## src/rtl/countdown_timer.sv

```systemverilog
// rtl/countdown_timer.sv - loadable down-counter with one-shot expiry; periodic reload under TIMER_AUTO_RELOAD_EN
module countdown_timer #(
  parameter int WIDTH = 8
) (
  input  logic             clk,
  input  logic             reset_n,
  input  logic             enable,
  input  logic             load,
  input  logic [WIDTH-1:0] data_in,
  input  logic             start,
  input  logic             stop,
  input  logic             auto_reload,
  input  logic             flag_clr,
  output logic [WIDTH-1:0] count,
  output logic             busy,
  output logic             expired,
  output logic             flag
);

  typedef enum logic [1:0] {
    ST_IDLE    = 2'd0,
    ST_RUN     = 2'd1,
    ST_EXPIRED = 2'd2
  } state_t;

  state_t           r_state;
  logic [WIDTH-1:0] r_count;
  logic             r_busy;
  logic             r_expired;
  logic             r_flag;
  logic             w_terminal;

`ifdef TIMER_AUTO_RELOAD_EN
  logic [WIDTH-1:0] r_reload;
`else
  // One-shot build: auto_reload stays on the port list but drives nothing.
  logic             w_unused_auto_reload;
  assign w_unused_auto_reload = auto_reload;
`endif

  // Terminal count: a decrement from 1 that is not pre-empted by load or stop.
  assign w_terminal = (r_state == ST_RUN) && enable && !load && !stop &&
                      (r_count == WIDTH'(1));

  // Sticky flag: a terminal count beats a simultaneous clear.
  always_ff @(posedge clk or negedge reset_n) begin
    if (!reset_n) begin
      r_flag <= 1'b0;
    end else if (w_terminal) begin
      r_flag <= 1'b1;
    end else if (flag_clr) begin
      r_flag <= 1'b0;
    end
  end

`ifdef TIMER_AUTO_RELOAD_EN
  // Reload value follows every load so periodic mode restarts from it.
  always_ff @(posedge clk or negedge reset_n) begin
    if (!reset_n) begin
      r_reload <= '0;
    end else if (load) begin
      r_reload <= data_in;
    end
  end
`endif

  // Main control FSM: load > stop > start > decrement.
  always_ff @(posedge clk or negedge reset_n) begin
    if (!reset_n) begin
      r_state   <= ST_IDLE;
      r_count   <= '0;
      r_busy    <= 1'b0;
      r_expired <= 1'b0;
    end else begin
      r_expired <= w_terminal;
      if (load) begin
        r_count <= data_in;
        r_state <= ST_IDLE;
        r_busy  <= 1'b0;
      end else begin
        case (r_state)
          ST_RUN: begin
            if (stop) begin
              r_state <= ST_IDLE;
              r_busy  <= 1'b0;
            end else if (enable) begin
              if (r_count > WIDTH'(1)) begin
                r_count <= r_count - WIDTH'(1);
              end else begin
`ifdef TIMER_AUTO_RELOAD_EN
                if (auto_reload && (r_reload != '0)) begin
                  r_count <= r_reload;
                end else
`endif
                begin
                  // Also covers a zero count in RUN: park at 0 rather than wrap.
                  r_count <= '0;
                  r_state <= ST_EXPIRED;
                  r_busy  <= 1'b0;
                end
              end
            end
          end
          default: begin
            if (start && (r_count != '0)) begin
              r_state <= ST_RUN;
              r_busy  <= 1'b1;
            end
          end
        endcase
      end
    end
  end

  assign count   = r_count;
  assign busy    = r_busy;
  assign expired = r_expired;
  assign flag    = r_flag;

endmodule

```

## config.mk

```make
export PLATFORM = sky130hd
export DESIGN_NAME = countdown_timer
export DESIGN_NICKNAME = d
export VERILOG_FILES = /design/src/rtl/countdown_timer.sv
export SDC_FILE = /design/constraint.sdc
export NUM_CORES = 1
export LEC_CHECK = 0
export BUFFER_PORTS_ARGS = -buffer_cell sky130_fd_sc_hd__buf_2
export CAP_MARGIN = 20
export CORE_MARGIN = 5
export CORE_UTILIZATION = 47
export CTS_BUF_LIST = sky130_fd_sc_hd__clkbuf_8 sky130_fd_sc_hd__clkbuf_16
export CTS_CLUSTER_DIAMETER = 150
export DETAILED_ROUTE_END_ITERATION = 8
export PLACE_DENSITY = 0.76
export RECOVER_POWER = 100
export SYNTH_ARGS = -nofsm -noshare
export SYNTH_HDL_FRONTEND = slang
export SYNTH_SLANG_ARGS = --single-unit
```

## constraint.sdc

```tcl
create_clock -name clk -period 2.1 [get_ports clk]
set_input_delay 0.21 -clock clk [delete_from_list [all_inputs] [get_ports clk]]
set_output_delay 0.21 -clock clk [all_outputs]
set_load 0.05 [all_outputs]
```

==> reports/qor.yml <==
sta:
  fmax_mhz: 535
  slew_viol_final: 0
  rsz0062_at_grt: "false"
  finalCritPeriodShare_pct: 89.1
  relSlewSlack_pct: 53.8
  tightest_slew_ns: 0.693
  hold_viol_final: 0
  finalClockSkew_ns: 0.00265
  holdWs_ns: 0.176
  finalCriticalPeriod_ns: 1.87
  setup_tns_ns: 0
  setup_viol: 0
power_and_ir_drop:
  finalPower_uw: 640
  combPwrFrac_pct: 24.6
  clkPwrFrac_pct: 32.7
  swShare_pct: 34.4
  ir_drop_mv: 0.442
  powerDensity_nw_per_um2: 686
  p_seq_share_pct: 42.7
  power_switching_uw: 220
  p_leak_uw: 0.000399
  internal-power_uw: 420
global_route:
  grt_overflow: 0
  grt_max_degree: 23
  grt_pass1_vias: 675
  grt_usage_pct: 15.0
  antenna_found_initial: 0
  grt_first_pass_wirelength_um: 2990
routing:
  routed_wl_um: 1810
  num_vias: 739
  drt_iter0_markers: 11
  drc: 0
  viasPerCell: 5.82
  wl_per_cell_um: 14.2
  dr.pass1.iters: 4
  ant_nets: 0
placed_design:
  placedCellCount: 123
  portBuffers: 25
  place_congestion: 0.755
  dp_hpwl_um: 1300
synth:
  ys.flop_type: "dfrtp_1"
  ys_seq_area_share_pct: 39.7
  synthCells: 84
  synth_area_um2: 757
  yosysWarningCount: 0
  syn-num-nets: 103
  yosys.cell_types.count: 32
  synth-edff-count: 0
  synth-seq-cells: 12
  async_flop_share_pct: 100
  syn_avg_cell_area_um2: 9.01
layout:
  final_cells: 127
  layout_common_cells: "13 x buf_2, 13 x clkbuf_1, 10 x dfrtp_1, 8 x inv_1, 8 x nand2_1"
  antennaDiodeCount: 0
  final_nets: 132
  area_growth_pct: 23.3
  drive_gt1_share_pct: 18.9
  final_core_util_pct: 61.2
  n_fill_cell: 143
die:
  row_count: 14
  core_area_um2: 1520
  fp.dieW_um: 50.1
  ios: 27
  fp.dieH_um: 50.1
  initial_utilization_pct: 49.7
  die_area_um2: 2510
clocking:
  clk_transition_reported_paths_ns: 0.05
  clock_sinks: 12
  worstSkewPairLatency_ns: 0.24
  cts-htree-levels: 1
  ctsResizeCount: 0
  cts_buffers: 3
  hold_buffers: 1
  root_buffer: "clkbuf_8"
  cts_tree: "yes"
  clockBufferDepth: 2
  postCtsSetupBuffers: 0
worst_setup_path:
  critPathRequiredTime_ns: 2.21
  cp_max_fo: 5
  critPathCaptureType: "flop"
  cp_slowest_cell: "dfrtp_2"
  worstPathArrival_ns: 1.98
  worstPathCellList: "inv_1 -> ha_1 -> or3b_1 -> or3_1 -> a21oi_1 -> o21ai_0"
  criticalPathCategory: "flop to flop"
  setup.worst_path.start_class: "flop"
  cp_slowest_stage_delay_ns: 0.43
min_path:
  hold_path_class: "input port to flop"
flow_run:
  maxCapViolations: 0
outcome:
  status: "finished clean"
## sequential cells by signal, indices dropped and copies added, names as in the netlist
signal / cells
count: 8
flag: 1
expired: 1
r_state: 2
## worst paths after layout
| path | to | start | slack [ns] | cells after the start |
|---|---|---|---|---|
| setup / recovery | count[6] | count[0] | 0.23 | 6 |
| setup reg to reg | count[6] | count[0] | 0.23 | 6 |
| hold / removal | count[1] | data_in[1] | 0.18 | 3 |
| min in group asynchronous | count[3] | reset_n | 0.54 | 2 |
| max in group asynchronous | count[1] | reset_n | 1.07 | 2 |
| hold reg to reg | flag | flag | 0.49 | 1 |
## stage by stage
step	area [um2]	worst slack [ns]
global route	933	0.119
floorplan	759	0.0880
finish	933	0.230
detailed placement	901	0.267
global placement	901	0.294
CTS	952	0.243
## worst max-delay path, delay by kind of cell, from the launching register on
family                   cells  cell delay, ns
adder cells (fa/ha/maj)      1            0.21
AO/OA/AOI/OAI                2            0.23
buffers and inverters        1            0.12
flip-flops                   1            0.43
AND/OR/NAND/NOR              2            0.75
## layer usage
layer / vias up / wire length, um / part of all wire (%) / GRT usage [%]
li1: 367 / - / - / -
met1: 348 / 814 / 45 / 20.0
met2: 22 / 871 / 48 / 24.1
met3: 2 / 95 / 5.3 / 3.85
met4: 0 / 24 / 1.3 / 3.93
met5: - / 0 / 0 / 0
## cells in the mapped netlist, types with 2 or more instances
library cell  instances  area (um2)
nor2b_1               2        12.5
a21oi_1               7        35.0
nor3_2                2        20.0
inv_1                 8        30.0
nor4_1                2        12.5
or3b_1                2        17.5
nor2_1                5        18.8
dfrtp_1              12         300
ha_1                  3        37.5
a32oi_1               2        17.5
nand2b_1              3        18.8
nand2_1               8        30.0
clkbuf_1              3        11.3
o21ai_1               3        15.0
o311ai_1              2        17.5
a31oi_1               4        25.0
## power by group through the flow
stage / Sequential, uW / Combinational [uW] / Clock, uW
after global placement: 274 / 160 / 0
after detailed placement: 276 / 163 / 0
after floorplan: 329 / 59.4 / 0
after CTS: 272 / 165 / 210
final: 273 / 157 / 210
after global routing: 277 / 172 / 226
## cell type report
cell class / count / area [um2] / share of cell area [%]
clock buffers: 3 / 41.3 / 4.42
inverters: 8 / 30.0 / 3.22
multi-input cells: 61 / 415 / 44.5
flip-flops and latches: 12 / 303 / 32.4
well taps: 16 / 20.0 / 2.14
repair buffers: 27 / 124 / 13.3
## cells by family after synthesis
logic type                 count (synthesis)  share of synthesized area, %
DFF                                       12                          39.7
muxes                                      1                          1.32
AOI/OAI and AO/OA                         23                          19.5
buffers and inverters                     11                          5.45
and+or+nand+nor                           34                          29.1
adders and majority gates                  3                          4.96
Note: power is estimated with default switching activity, not from simulation.
